$ cat config.mk
export PLATFORM = sky130hd
export DESIGN_NAME = timer_apb_sequencer
export DESIGN_NICKNAME = d
export VERILOG_FILES = /design/src/rtl/timer_pkg.sv /design/src/rtl/apb_master_xfer.sv /design/src/rtl/timer_apb_sequencer.sv
export SDC_FILE = /design/constraint.sdc
export NUM_CORES = 1
export LEC_CHECK = 0
export ABC_AREA = 0
export CAP_MARGIN = 20
export CORE_MARGIN = 3
export CORE_UTILIZATION = 52
export CTS_BUF_LIST = sky130_fd_sc_hd__clkbuf_16
export CTS_CLUSTER_DIAMETER = 200
export DETAILED_ROUTE_END_ITERATION = 8
export MAX_ROUTING_LAYER = met4
export PLACE_DENSITY = 0.8
export SLEW_MARGIN = 20
export SYNTH_ARGS = -nofsm -noshare
export SYNTH_HDL_FRONTEND = slang
export SYNTH_SLANG_ARGS = --single-unit
$ cat constraint.sdc
create_clock -name pclk -period 3.2 [get_ports pclk]
set_clock_uncertainty 0.1 [all_clocks]
set_input_delay 0.48 -clock pclk [delete_from_list [all_inputs] [get_ports pclk]]
set_output_delay 0.48 -clock pclk [all_outputs]
set_load 0.02 [all_outputs]
$ cat src/rtl/timer_pkg.sv
// rtl/timer_pkg.sv - register map, bit positions and sequencer states for the timer APB sequencer
package timer_pkg;

  localparam logic [7:0] ADDR_TDR = 8'h00;
  localparam logic [7:0] ADDR_TCR = 8'h01;
  localparam logic [7:0] ADDR_TSR = 8'h02;

  localparam int TCR_LOAD   = 7;
  localparam int TCR_DOWN   = 5;
  localparam int TCR_EN     = 4;
  localparam int TCR_CKS_LO = 0;

  localparam int TSR_OVF = 0;
  localparam int TSR_UDF = 1;

  typedef enum logic [3:0] {
    S_IDLE,
    S_W_TDR,
    S_W_LOAD,
    S_W_RUN,
    S_POLL,
    S_GAP,
    S_CLR,
    S_STOP,
    S_ERR
  } seq_state_t;

  // States that own exactly one APB transfer
  function automatic logic is_xfer(input seq_state_t s);
    return (s inside {S_W_TDR, S_W_LOAD, S_W_RUN, S_POLL, S_CLR, S_STOP});
  endfunction

  // Assemble a TCR value from its fields
  function automatic logic [7:0] tcr_word(input logic load, input logic down,
                                          input logic en, input logic [1:0] cks);
    logic [7:0] w;
    w = '0;
    w[TCR_LOAD] = load;
    w[TCR_DOWN] = down;
    w[TCR_EN]   = en;
    w[TCR_CKS_LO +: 2] = cks;
    return w;
  endfunction

endpackage

$ cat src/rtl/apb_master_xfer.sv
// rtl/apb_master_xfer.sv - single-transfer APB SETUP/ACCESS engine
module apb_master_xfer (
  input  logic       clk,
  input  logic       rst,
  input  logic       req,
  input  logic [7:0] addr,
  input  logic [7:0] wdata,
  input  logic       write,
  output logic       done,
  output logic [7:0] rdata,
  output logic       slverr,
  output logic       psel,
  output logic       penable,
  output logic       pwrite,
  output logic [7:0] paddr,
  output logic [7:0] pwdata,
  input  logic [7:0] prdata,
  input  logic       pready,
  input  logic       pslverr
);

  // A transfer completes in the ACCESS cycle where the slave is ready
  assign done   = psel & penable & pready;
  assign rdata  = prdata;
  assign slverr = pslverr;

  // A request launches SETUP (also on the completing edge, giving back-to-back transfers)
  always_ff @(posedge clk or posedge rst) begin
    if (rst) begin
      psel    <= 1'b0;
      penable <= 1'b0;
      pwrite  <= 1'b0;
      paddr   <= 8'h00;
      pwdata  <= 8'h00;
    end else if (req) begin
      psel    <= 1'b1;
      penable <= 1'b0;
      pwrite  <= write;
      paddr   <= addr;
      pwdata  <= wdata;
    end else if (psel && !penable) begin
      penable <= 1'b1;
    end else if (done) begin
      psel    <= 1'b0;
      penable <= 1'b0;
    end
  end

endmodule

$ cat src/rtl/timer_apb_sequencer.sv
// rtl/timer_apb_sequencer.sv - APB master that programs and services the 8-bit timer
module timer_apb_sequencer #(
  parameter int POLL_GAP = 8
) (
  input  logic       pclk,
  input  logic       preset,
  input  logic       start,
  input  logic       abort,
  input  logic [7:0] cfg_period,
  input  logic       cfg_down,
  input  logic [1:0] cfg_cks,
  input  logic       cfg_reload,
  input  logic [7:0] cfg_events,
  output logic       psel,
  output logic       penable,
  output logic       pwrite,
  output logic [7:0] paddr,
  output logic [7:0] pwdata,
  input  logic [7:0] prdata,
  input  logic       pready,
  input  logic       pslverr,
  output logic       busy,
  output logic       tick,
  output logic       done,
  output logic       err,
  output logic [7:0] event_cnt
);
  import timer_pkg::*;

  seq_state_t state, next_state;

  logic [7:0] period_q, events_q, gap_cnt;
  logic [1:0] cks_q;
  logic       down_q, reload_q, abort_pend;

  logic       xreq, xwrite, xdone, xslverr;
  logic [7:0] xaddr, xwdata, xrdata;

  logic [7:0] cur_period, flag_mask;
  logic [1:0] cur_cks;
  logic       cur_down, accept, abort_req, flag, last_event, ok_done;

  // The first write is issued from IDLE before the config registers are loaded
  assign cur_period = (state == S_IDLE) ? cfg_period : period_q;
  assign cur_down   = (state == S_IDLE) ? cfg_down   : down_q;
  assign cur_cks    = (state == S_IDLE) ? cfg_cks    : cks_q;

  assign accept     = (state == S_IDLE) && start;
  assign abort_req  = abort_pend | abort;
  assign flag_mask  = down_q ? (8'h01 << TSR_UDF) : (8'h01 << TSR_OVF);
  assign flag       = |(xrdata & flag_mask);
  assign last_event = (events_q != 8'h00) && ((event_cnt + 8'd1) == events_q);
  assign ok_done    = xdone && !xslverr;

  apb_master_xfer u_xfer (
    .clk     (pclk),
    .rst     (preset),
    .req     (xreq),
    .addr    (xaddr),
    .wdata   (xwdata),
    .write   (xwrite),
    .done    (xdone),
    .rdata   (xrdata),
    .slverr  (xslverr),
    .psel    (psel),
    .penable (penable),
    .pwrite  (pwrite),
    .paddr   (paddr),
    .pwdata  (pwdata),
    .prdata  (prdata),
    .pready  (pready),
    .pslverr (pslverr)
  );

  // Next state: transfer states advance only when their transfer completes
  always_comb begin
    next_state = state;
    case (state)
      S_IDLE: if (start) next_state = S_W_TDR;
      S_GAP: begin
        if (abort_req)                          next_state = S_STOP;
        else if (gap_cnt == 8'(POLL_GAP - 1))   next_state = S_POLL;
      end
      S_ERR: next_state = S_IDLE;
      default: begin
        if (xdone) begin
          if (xslverr)                               next_state = S_ERR;
          else if (abort_req && state != S_STOP)     next_state = S_STOP;
          else begin
            case (state)
              S_W_TDR:  next_state = S_W_LOAD;
              S_W_LOAD: next_state = S_W_RUN;
              S_W_RUN:  next_state = S_POLL;
              S_POLL:   next_state = flag ? S_CLR : ((POLL_GAP == 0) ? S_POLL : S_GAP);
              S_CLR:    next_state = last_event ? S_STOP : (reload_q ? S_W_TDR : S_POLL);
              default:  next_state = S_IDLE;
            endcase
          end
        end
      end
    endcase
  end

  // Issue the transfer belonging to the state being entered
  always_comb begin
    xreq   = is_xfer(next_state) && (xdone || !is_xfer(state));
    xaddr  = ADDR_TSR;
    xwdata = 8'h00;
    xwrite = 1'b1;
    case (next_state)
      S_W_TDR: begin
        xaddr  = ADDR_TDR;
        xwdata = cur_period;
      end
      S_W_LOAD: begin
        xaddr  = ADDR_TCR;
        xwdata = tcr_word(1'b1, cur_down, 1'b0, cur_cks);
      end
      S_W_RUN: begin
        xaddr  = ADDR_TCR;
        xwdata = tcr_word(1'b0, cur_down, 1'b1, cur_cks);
      end
      S_POLL:  xwrite = 1'b0;
      S_STOP:  xaddr  = ADDR_TCR;
      default: ;
    endcase
  end

  // State register
  always_ff @(posedge pclk or posedge preset) begin
    if (preset) state <= S_IDLE;
    else        state <= next_state;
  end

  // Configuration latch, abort pending flag and poll gap counter
  always_ff @(posedge pclk or posedge preset) begin
    if (preset) begin
      period_q   <= 8'h00;
      events_q   <= 8'h00;
      cks_q      <= 2'b00;
      down_q     <= 1'b0;
      reload_q   <= 1'b0;
      abort_pend <= 1'b0;
      gap_cnt    <= 8'h00;
    end else begin
      if (accept) begin
        period_q <= cfg_period;
        events_q <= cfg_events;
        cks_q    <= cfg_cks;
        down_q   <= cfg_down;
        reload_q <= cfg_reload;
      end
      if (next_state == S_STOP || next_state == S_IDLE)
        abort_pend <= 1'b0;
      else if (abort && !(state inside {S_IDLE, S_STOP, S_ERR}))
        abort_pend <= 1'b1;
      gap_cnt <= (state == S_GAP) ? gap_cnt + 8'd1 : 8'h00;
    end
  end

  // Status outputs: busy follows the state, tick/done pulse after the completing transfer
  always_ff @(posedge pclk or posedge preset) begin
    if (preset) begin
      busy      <= 1'b0;
      tick      <= 1'b0;
      done      <= 1'b0;
      err       <= 1'b0;
      event_cnt <= 8'h00;
    end else begin
      busy <= (next_state != S_IDLE);
      tick <= (state == S_CLR) && ok_done;
      done <= (state == S_STOP) && ok_done;
      if (accept) begin
        err       <= 1'b0;
        event_cnt <= 8'h00;
      end else begin
        if (xdone && xslverr)          err       <= 1'b1;
        if ((state == S_CLR) && ok_done) event_cnt <= event_cnt + 8'd1;
      end
    end
  end

endmodule

# After elaboration in Yosys (flattened, before gate mapping)
# Index checks and enable logic that the tools add are counted.
[op_classes]
add_sub_neg = 2
n_eq_ne = 18
muxes = 30
bitwise_logic = 4
reduce_logical = 31
[op_table]
columns = ["cell", "count"]
rows = [
  ["2-to-1 mux 8 bit", 4],
  ["== test 4 x 3 -> 1 bit (second input constant)", 7],
  ["case mux 8 bit (3 select lines)", 1],
  ["2-to-1 mux 4 bit", 5],
  ["adder 8 x 1 -> 8 bit (second input constant)", 2],
  ["== test 4 x 2 -> 1 bit (second input constant)", 4],
  ["case mux 3 bit (5 select lines)", 1],
  ["case mux 4 bit (3 select lines)", 1],
  ["nonzero test 6 bit", 2],
  ["2-to-1 mux 1 bit", 11],
  ["logical AND 1 bit", 10],
  ["2-to-1 mux 3 bit", 3],
  ["AND 8 x 2 -> 8 bit", 1],
  ["== test 4 x 1 -> 1 bit (second input constant)", 2],
  ["== test 8 x 3 -> 1 bit (second input constant)", 1],
  ["== test 8 bit", 1],
  ["logical NOT 4 bit", 2],
  ["nonzero test 2 bit", 4],
  ["nonzero test 8 bit", 1],
  ["OR reduction 8 bit", 1],
  ["2-to-1 mux 2 bit", 3],
  ["nonzero test 3 bit", 2],
  ["== test 4 bit (second input constant)", 1],
  ["logical NOT 1 bit", 4],
  ["9 further kinds", 11],
]
[totals]
reg_bits = 64
inputBits = 34
output_inout_bits = 31
word_cells = 103

# Depth between registers and ports, before layout
# Gate-level depths: netlist (run 1).
[depth]
ltp_word = 14
ltp_mapped = 12
ltp_nobuf = 10

# Hierarchy
# A second synthesis (run 1) with hierarchy kept.
[hier_totals]
cells_unflattened = 314
area_unflattened_um2 = 3442.1
[by_module_without_submodules]
columns = ["mod", "n_inst", "cells_per_inst", "area_per_inst_um2", "seq_area_each_um2"]
rows = [
  ["timer_apb_sequencer", 1, 261, 2615.0, 1126.1],
  ["apb_master_xfer", 1, 53, 827.0, 475.5],
]

# Worst setup path after synthesis (run 1)
# OpenSTA, ideal clock, no wires.
[synth_timing]
path_kind = "register to register"
from = "register event_cnt[0]"
to = "register u_xfer.pwdata[2]"
setup_time_ps = 125
arrival_ps = 2753
t_required_ps = 2975
path_slack_ps = 222
stages_incl_launch_ff = 11
path_buffers = 0
synth_period_minus_slack_ps = 2978
cell_sequence = "dfrtp_1 -> ha_1 -> and3_4 -> xnor2_1 -> a2111oi_4 -> and4_1 -> a21oi_4 -> inv_1 -> or4_4 -> nand4_4 -> mux2_4"
[synth_via]
elab_chain_len = 12
elab_cells_between_ends = 18
cone_classes = "add/sub: 1; eq/ne: 7; mux: 7; reduce/logical: 3"
[synth_rtl]
columns = ["element", "line_no", "text"]
rows = [
  ["start, declared", "timer_apb_sequencer.sv:26", "output logic [7:0] event_cnt"],
  ["start signal, assigned", "timer_apb_sequencer.sv:178", "if ((state == S_CLR) && ok_done) event_cnt <= event_cnt + 8'd1;"],
  ["adder 8 x 1 -> 8 bit *", "timer_apb_sequencer.sv:52", "assign last_event = (events_q != 8'h00) && ((event_cnt + 8'd1) == events_q);"],
  ["== test 8 bit *", "timer_apb_sequencer.sv:52", ""],
  ["logical AND 1 bit *", "timer_apb_sequencer.sv:52", ""],
  ["2-to-1 mux 3 bit *", "timer_apb_sequencer.sv:95", "S_CLR: next_state = last_event ? S_STOP : (reload_q ? S_W_TDR : S_POLL);"],
  ["case mux 3 bit (5 select lines) *", "timer_apb_sequencer.sv:90", "case (state)"],
  ["2-to-1 mux 3 bit *", "timer_apb_sequencer.sv:88", "else if (abort_req && state != S_STOP) next_state = S_STOP;"],
  ["2-to-1 mux 4 bit *", "timer_apb_sequencer.sv:87", "if (xslverr) next_state = S_ERR;"],
  ["2-to-1 mux 4 bit *", "timer_apb_sequencer.sv:86", "if (xdone) begin"],
  ["case mux 4 bit (3 select lines) *", "timer_apb_sequencer.sv:78", "case (state)"],
  ["via next_state[2]", "timer_apb_sequencer.sv:30", "seq_state_t state, next_state;"],
  ["== test 4 x 1 -> 1 bit (tied with other cells)", "timer_pkg.sv:30, timer_apb_sequencer.sv:110", ""],
  ["nonzero test 6 bit", "timer_pkg.sv:30", "return (s inside {S_W_TDR, S_W_LOAD, S_W_RUN, S_POLL, S_CLR, S_STOP});"],
  ["logical AND 1 bit", "timer_apb_sequencer.sv:106", "xreq = is_xfer(next_state) && (xdone || !is_xfer(state));"],
  ["end signal, assigned", "apb_master_xfer.sv:40", "pwdata <= wdata;"],
  ["end, declared", "apb_master_xfer.sv:16", "output logic [7:0] pwdata,"],
]
# The timed path passes the listed nets; every way through them passes the cells marked *.
# A chain may end at the register's enable or synchronous reset.

# Worst setup path in the final report (run 1)
[layout_timing]
from = "register state[2]"
to = "register u_xfer.pwdata[5]"
[layout_via]
elab_cells_between_ends = 33
cone_classes = "eq/ne: 15; mux: 11; reduce/logical: 7"
[layout_lines]
columns = ["element", "line_no", "text"]
rows = [
  ["start, declared", "timer_apb_sequencer.sv:30", ""],
  ["start signal, assigned", "timer_apb_sequencer.sv:132", "else state <= next_state;"],
  ["== test 4 bit (tied with other cells)", "timer_apb_sequencer.sv:78", ""],
  ["case mux 4 bit (3 select lines) *", "timer_apb_sequencer.sv:78", ""],
  ["via next_state[3]", "timer_apb_sequencer.sv:30", ""],
  ["== test 4 x 1 -> 1 bit (tied with other cells)", "timer_pkg.sv:30, timer_apb_sequencer.sv:110", ""],
  ["nonzero test 6 bit", "timer_pkg.sv:30", ""],
  ["logical AND 1 bit", "timer_apb_sequencer.sv:106", ""],
]
# Marks and branches as above.

==> results of run 1 <==
[worst paths after layout]
kind                                      startpoint                            to  slack, ps  cells past startpoint
min in group asynchronous                     preset  u_xfer.pwdata[1]$_DFFE_PP0P_        470                      2
worst min register to register  gap_cnt[0]$_DFF_PP0_          gap_cnt[0]$_DFF_PP0_        380                      1
worst max-delay path              state[2]$_DFF_PP0_  u_xfer.pwdata[5]$_DFFE_PP0P_        290                     10
worst max register to register    state[2]$_DFF_PP0_  u_xfer.pwdata[5]$_DFFE_PP0P_        290                     10
max in group asynchronous                     preset          gap_cnt[6]$_DFF_PP0_       1950                      3
worst min-delay path            gap_cnt[0]$_DFF_PP0_          gap_cnt[0]$_DFF_PP0_        380                      1
[placed cells by master (no fill, tap or decap), drive strengths merged, types with 2 or more instances in the layout]
| cell type | instances |
|---|---|
| a2111oi | 2 |
| a211o | 2 |
| a211oi | 5 |
| a21boi | 2 |
| a21o | 3 |
| a21oi | 20 |
| a22o | 2 |
| a22oi | 2 |
| a31oi | 3 |
| and2 | 2 |
| and3 | 6 |
| buf | 18 |
| bufinv | 3 |
| clkbuf | 9 |
| clkdlybuf4s50 | 52 |
| conb | 6 |
| dfrtp | 58 |
| ha | 2 |
| inv | 13 |
| mux2 | 30 |
| mux2i | 9 |
| nand2 | 23 |
| nand2b | 6 |
| nand3 | 12 |
| nand4 | 4 |
| nor2 | 23 |
| nor3 | 6 |
| nor3b | 2 |
| nor4 | 7 |
| o21a | 4 |
| o21ai | 18 |
| o22ai | 5 |
| o31ai | 2 |
| or2 | 5 |
| or4 | 2 |
| xnor2 | 8 |
| xor2 | 7 |
[stage by stage]
step / hold slack [ps] / area [µm²] / total power [W] / worst slack, ps / instances
final: 378 / 4300 / 0.00187 / 289 / 470
after global routing: 416 / 4300 / 0.00193 / 67.1 / 470
after CTS: 388 / 4300 / 0.00189 / 185 / 470
after detailed placement: 367 / 3960 / 0.000810 / 65.5 / 454
after global placement: 340 / 3960 / 0.000808 / 92.3 / 454
after floorplan: 325 / 3290 / 0.000771 / 222 / 326
[kinds of logic after synthesis]
| logic type | after synthesis |
|---|---|
| simple gates | 103 |
| buf+inv | 28 |
| fa+ha+maj | 2 |
| xor+xnor | 15 |
| compound gates | 75 |
| flops | 58 |
| mux | 39 |
| other cells | 1 |
[flip-flops by register name, summed over array words and instances, names as in the netlist, 2 cells and up]
register / count
state: 4
gap_cnt: 8
u_xfer.paddr: 2
cks_q: 2
period_q: 8
events_q: 8
event_cnt: 8
u_xfer.pwdata: 8
[cells in the mapped netlist, types with 2 or more instances]
| library cell | count |
|---|---|
| ha_1 | 2 |
| clkbuf_1 | 4 |
| nand3_1 | 12 |
| xnor2_1 | 8 |
| buf_4 | 6 |
| a211oi_1 | 5 |
| mux2_2 | 25 |
| nand4_1 | 2 |
| nor3_1 | 6 |
| o21a_1 | 4 |
| a211o_1 | 2 |
| nand2_1 | 23 |
| nand2b_1 | 6 |
| xor2_1 | 7 |
| o21ai_0 | 18 |
| mux2_4 | 5 |
| nor2_1 | 22 |
| mux2i_1 | 9 |
| nor4_1 | 7 |
| a31oi_1 | 3 |
| dfrtp_1 | 58 |
| a21oi_1 | 18 |
| inv_1 | 10 |
| o22ai_1 | 5 |
| or2_2 | 5 |
| o31ai_1 | 2 |
| and2_1 | 2 |
| and3_1 | 4 |
| a21o_1 | 3 |
| a22oi_1 | 2 |
| buf_2 | 6 |
| nor3b_1 | 2 |
| a22o_1 | 2 |
| and3_4 | 2 |
[power groups by stage]
stage               registers (W)  clock network, W  logic (W)
global placement         0.000747                 0  0.0000615
CTS                      0.000734           0.00109  0.0000632
detailed placement       0.000747                 0  0.0000628
floorplan                0.000747                 0  0.0000238
finish                   0.000735           0.00107  0.0000619
global route             0.000734           0.00113  0.0000680
[layer usage]
metal	wire length (µm)	global-route usage (%)	up-vias	part of all wire, %
met5	0	-	-	0
met4	220	11.5	0	2.8
met3	503	4.47	25	6.4
met2	3710	35.5	121	47
met1	3430	31.8	1291	44
li1	-	-	1293	-
[layout make-up]
class / instances / area share (%)
inverter: 11 / 0.960
multi-input combinational: 240 / 39.8
tap: 75 / 2.18
timing repair buffer: 70 / 15.5
clock buffer: 9 / 5.24
sequential: 58 / 33.8
clock inverter: 7 / 2.56
[critical path, cell delays in order, from the launching register on]
cell and delay, ps:
dfrtp_1 600, nand2b_1 160, or2_2 320, a21oi_1 210, buf_4 170, a21o_1 130
inv_1 90, a211oi_1 450, nand2_1 170, o31ai_1 260, mux2_4 180
[timing repair]
action                                 in CTS  in global routing
endpoints found under the hold margin       0                  0
setup endpoints to repair                   0                  2
resized for setup                           0                  1
==> impl_metrics.env, run 1 <==
export IMPL_max_cap_violations=0
export IMPL_areaGrowthSynthToFinish_pct=31.5
export IMPL_synth_top_cell_area_share_pct=44.4
export IMPL_wl_um=7870
export IMPL_multiInputGateArea_mm2=0.00171
export IMPL_synthXorXnorAreaFrac_pct=4.02
export IMPL_layout_drive_gt1_share_pct=20.8
export IMPL_crit_type="reg -> reg"
export IMPL_via_per_inst=5.81
export IMPL_p_leak_nw=1.95
export IMPL_seq_area_mm2=0.00145
export IMPL_seq_power_share_pct=39.4
export IMPL_dieWidth_um=85.3
export IMPL_arrival_ps=3070
export IMPL_setup_violations=0
export IMPL_yosys_area_top_type="dfrtp_1"
export IMPL_coreArea_mm2=0.00599
export IMPL_die_area_mm2=0.00727
export IMPL_dr_pass1_iters=5
export IMPL_synth_compound_area_share_pct=15.9
export IMPL_tightest_slew_ps=692
export IMPL_cts_buffers_inserted=9
export IMPL_synth_top_family_by_area="simple AND/OR/NAND/NOR gates"
export IMPL_ys_async_sr_fraction_pct=100
export IMPL_gp_congestion=0.877
export IMPL_io_buffers=52
export IMPL_status="finished, final reports clean"
export IMPL_syn_area_mm2=0.00327
export IMPL_synth_cells=321
export IMPL_synth_mux_area_fraction_pct=13.7
export IMPL_wire_per_inst_um=16.7
export IMPL_htree_num_levels=3
export IMPL_grt_pass1_vias=2803
export IMPL_fmax_mhz=344
export IMPL_finalCritPeriodShare_pct=91.0
export IMPL_root_buffer="clkbuf_16"
export IMPL_end_kind="register"
export IMPL_swShare_pct=18.6
export IMPL_synth_simple_area_share_pct=17.0
export IMPL_initial_core_util_pct=54.6
export IMPL_hold_path_class="reg -> reg"
export IMPL_ys_flop_type="dfrtp_1"
export IMPL_p_switching_w=0.000347
export IMPL_grtUsageTotal_pct=24.0
export IMPL_cts_sinks=58
export IMPL_grt_max_degree=32
export IMPL_finalHoldViolations=0
export IMPL_die_h_um=85.3
export IMPL_rsz0062_at_grt="no"
export IMPL_p_comb_share_pct=3.3
export IMPL_io_pins=65
export IMPL_final_nets=426
export IMPL_yosys_top_cells_area="dfrtp_1, mux2_2, a21oi_1, mux2i_1, o21ai_0"
export IMPL_drc=0
export IMPL_power_density_mw_per_mm2=434
export IMPL_worstPathRequired_ps=3360
export IMPL_fill_cells=412
export IMPL_cts_clk_slew_worst_paths_ps=50
export IMPL_synth_edf_count=0
export IMPL_grt_overflow_total=0
export IMPL_n_antenna_cell=0
export IMPL_synthAdderAreaFrac_pct=0.765
export IMPL_crit_path_start_kind="register"
export IMPL_cts_tree="done"
export IMPL_grt_pass1_wl_um=13500
export IMPL_power_share_clock_pct=57.3
export IMPL_cts_setup_buffers=0
export IMPL_dpl_hpwl_um=5700
export IMPL_postCtsHoldBufs=0
export IMPL_avgSynthCellArea_um2=10.2
export IMPL_clk_path_buf_depth=2
export IMPL_route_vias_total=2730
export IMPL_vdd_drop_max_mv=0.369
export IMPL_cp_max_fo=13
export IMPL_slew_headroom_pct=53.9
export IMPL_maxSlewViolCount=0
export IMPL_finalCriticalPeriod_ps=2910
export IMPL_antenna_found_initial=0
export IMPL_synth_warnings=0
export IMPL_ys_seq_elements=58
export IMPL_synth_cell_type_count=58
export IMPL_p_int_w=0.00152
export IMPL_row_count=28
export IMPL_drtIter0Drc=292
export IMPL_fin_tns_setup_ps=0
export IMPL_ant_nets=0
export IMPL_fin_util_pct=71.8
export IMPL_insertion_delay_ps=320
export IMPL_seq_area_frac_synth_pct=44.4
Note: power is estimated with default switching activity, not from simulation.
==> inputs of run 2 (changes only) <==
--- a/config.mk
+++ b/config.mk
@@ -12,6 +12,7 @@
 export CTS_BUF_LIST = sky130_fd_sc_hd__clkbuf_16
 export CTS_CLUSTER_DIAMETER = 200
 export DETAILED_ROUTE_END_ITERATION = 8
+export GPL_ROUTABILITY_DRIVEN = 0
 export MAX_ROUTING_LAYER = met4
 export PLACE_DENSITY = 0.8
 export SLEW_MARGIN = 20
==> results of run 2 <==
Same layout as run 1: the final DEF is identical, and so are final timing and power.
==> inputs of run 3 (changes only) <==
--- a/config.mk
+++ b/config.mk
@@ -7,14 +7,16 @@
 export LEC_CHECK = 0
 export ABC_AREA = 0
 export CAP_MARGIN = 20
+export CELL_PAD_IN_SITES_DETAIL_PLACEMENT = 0
+export CELL_PAD_IN_SITES_GLOBAL_PLACEMENT = 2
 export CORE_MARGIN = 3
-export CORE_UTILIZATION = 52
+export CORE_UTILIZATION = 32
 export CTS_BUF_LIST = sky130_fd_sc_hd__clkbuf_16
 export CTS_CLUSTER_DIAMETER = 200
 export DETAILED_ROUTE_END_ITERATION = 8
 export GPL_ROUTABILITY_DRIVEN = 0
 export MAX_ROUTING_LAYER = met4
-export PLACE_DENSITY = 0.8
+export PLACE_DENSITY_LB_ADDON = 0.1
 export SLEW_MARGIN = 20
 export SYNTH_ARGS = -nofsm -noshare
 export SYNTH_HDL_FRONTEND = slang
==> run 3 against run 2 <==
Effect of this change: clock-buffer cell count did not move; combinational power is 2% lower; non-clock buffer count is 7 higher; sequential power is essentially flat; die area up 58%; highest routed layer unchanged.
==> impl_metrics.env, run 3 (synthesized netlist as in run 1, its figures left out) <==
export IMPL_status="finished, final reports clean"
export IMPL_drc=0
export IMPL_via_per_inst=4.99
export IMPL_met1Wirelength_um=4270
export IMPL_insertion_delay_ps=330
export IMPL_path_buf_inv=1
export IMPL_route_vias_total=2670
export IMPL_rsz0062_at_grt="no"
export IMPL_p_leak_nw=1.94
export IMPL_cts_setup_buffers=0
export IMPL_n_antenna_cell=0
export IMPL_postCtsResizedCells=0
export IMPL_cts_buffers_inserted=9
export IMPL_power_density_mw_per_mm2=400
export IMPL_finalCritPeriodShare_pct=90.8
export IMPL_layout_drive_gt1_share_pct=22.1
export IMPL_reg2reg_depth=7
export IMPL_arrival_ps=3020
export IMPL_areaGrowthSynthToFinish_pct=33.7
export IMPL_dieWidth_um=107
export IMPL_vdd_drop_max_mv=0.347
export IMPL_clk_path_buf_depth=2
export IMPL_dr_pass1_iters=4
export IMPL_io_buffers=52
export IMPL_grt_overflow_total=0
export IMPL_row_count=36
export IMPL_crit_type="reg -> reg"
export IMPL_r2r_slack_ps=300
export IMPL_ant_nets=0
export IMPL_fin_tns_setup_ps=0
export IMPL_die_area_mm2=0.0115
export IMPL_dpl_hpwl_um=6230
export IMPL_hold_path_class="reg -> reg"
export IMPL_wl_um=8500
export IMPL_worstPathRequired_ps=3310
export IMPL_placed_cell_area_mm2=0.00408
export IMPL_grtUsageTotal_pct=16.3
export IMPL_io_pins=65
export IMPL_holdPathStages=1
export IMPL_crit_path_start_kind="register"
export IMPL_die_h_um=107
export IMPL_slew_headroom_pct=49.4
export IMPL_finalHoldViolations=0
export IMPL_fill_cells=946
export IMPL_cts_tree="done"
export IMPL_highest_layer="met4"
export IMPL_antenna_found_initial=0
export IMPL_cts_clk_slew_worst_paths_ps=50
export IMPL_initial_core_util_pct=33.1
export IMPL_grt_pass1_wl_um=14300
export IMPL_min_to="gap_cnt[0]$_DFF_PP0_"
export IMPL_fmax_mhz=344
export IMPL_critPathTopFamily="simple AND/OR/NAND/NOR gates"
export IMPL_end_kind="register"
export IMPL_path_cells="inv_1 -> or2_2 -> a21oi_1 -> nand2b_1 -> o2111ai_1 -> nand4_4 -> mux2_4"
export IMPL_htree_num_levels=3
export IMPL_cp_max_fo=12
export IMPL_postCtsHoldBufs=0
export IMPL_setup_violations=0
export IMPL_wl_met2_um=3800
export IMPL_grt_pass1_vias=2711
export IMPL_finalCriticalPeriod_ps=2900
export IMPL_drtIter0Drc=156
export IMPL_r2r_end="u_xfer.pwdata[4]$_DFFE_PP0P_"
export IMPL_tightest_slew_ps=759
export IMPL_min_delay_start="gap_cnt[0]$_DFF_PP0_"
export IMPL_root_buffer="clkbuf_16"
export IMPL_coreArea_mm2=0.00986
export IMPL_postLayoutCellArea_mm2=0.00437
export IMPL_layout_common_cells="dfrtp_1, clkdlybuf4s50_1, mux2_2, buf_4, nand2_1"
export IMPL_critical_path_slowest_cell="dfrtp_1"
export IMPL_reg2reg_from="state[0]$_DFF_PP0_"
export IMPL_max_cap_violations=0
export IMPL_cts_sinks=58
export IMPL_maxSlewViolCount=0
export IMPL_wl_met3_um=262
export IMPL_grt_max_degree=59
export IMPL_final_common_cell="dfrtp_1"
export IMPL_slowest_delay_ps=620
export IMPL_final_nets=433
export IMPL_timing_hold_ws_ps=346
export IMPL_wire_per_inst_um=15.9
run 3: worst max path at each step:
stage                              from                            to  cells past startpoint
2_1_floorplan  event_cnt[0]$_DFFE_PP0P_  u_xfer.pwdata[2]$_DFFE_PP0P_                     10
3_3_place_gp                     pready  u_xfer.pwdata[3]$_DFFE_PP0P_                     10
3_5_place_dp                     pready  u_xfer.pwdata[3]$_DFFE_PP0P_                     11
4_1_cts        event_cnt[0]$_DFFE_PP0P_  u_xfer.pwdata[4]$_DFFE_PP0P_                      8
5_1_grt              state[0]$_DFF_PP0_   u_xfer.paddr[0]$_DFFE_PP0P_                      8
6_report             state[0]$_DFF_PP0_  u_xfer.pwdata[4]$_DFFE_PP0P_                      7
run 3: power by group:
| group | switching [W] | leakage [nW] | internal (W) |
|---|---|---|---|
| clock | 0.000355 | 0.131 | 0.000599 |
| combinational | 0.0000298 | 1.03 | 0.0000307 |
| sequential | 0.0000000000000000000260 | 0.779 | 0.000734 |
| total | 0.000385 | 1.94 | 0.00136 |
run 3: worst register-to-register path, stage by stage, from the launching register on:
cell	delay (ps)
dfrtp_1	620
inv_1	120
or2_2	340
a21oi_1	450
nand2b_1	340
o2111ai_1	240
nand4_4	260
mux2_4	320
run 3: layout make-up:
class,instances,area (µm²),share of cell area (%)
repair buffers,77,708,16.2
flip-flops and latches,58,1450,33.2
well taps,133,166,3.81
clock inverters,7,71.3,1.63
inverters,11,41.3,0.944
multi-input cells,240,1710,39.1
clock buffers,9,225,5.15
run 3: metrics by stage:
| stage | total power, W | setup WS [ps] | cells | utilization (%) |
|---|---|---|---|---|
| 2_1_floorplan | 0.000771 | 222 | 326 | - |
| 3_3_place_gp | 0.000810 | 29.8 | 519 | 41.3 |
| 3_5_place_dp | 0.000809 | 19.4 | 519 | 41.3 |
| 4_1_cts | 0.00178 | 295 | 535 | 44.3 |
| 5_1_grt | 0.00182 | 5.51 | 535 | 44.3 |
| 6_report | 0.00175 | 295 | 535 | 44.3 |
run 3: metal layers:
metal | global-route usage, % | vias to the layer above
met2 | 23.7 | 55
met4 | 5.94 | 0
li1 | - | 1311
met3 | 3.49 | 14
met5 | - | -
met1 | 22.4 | 1290
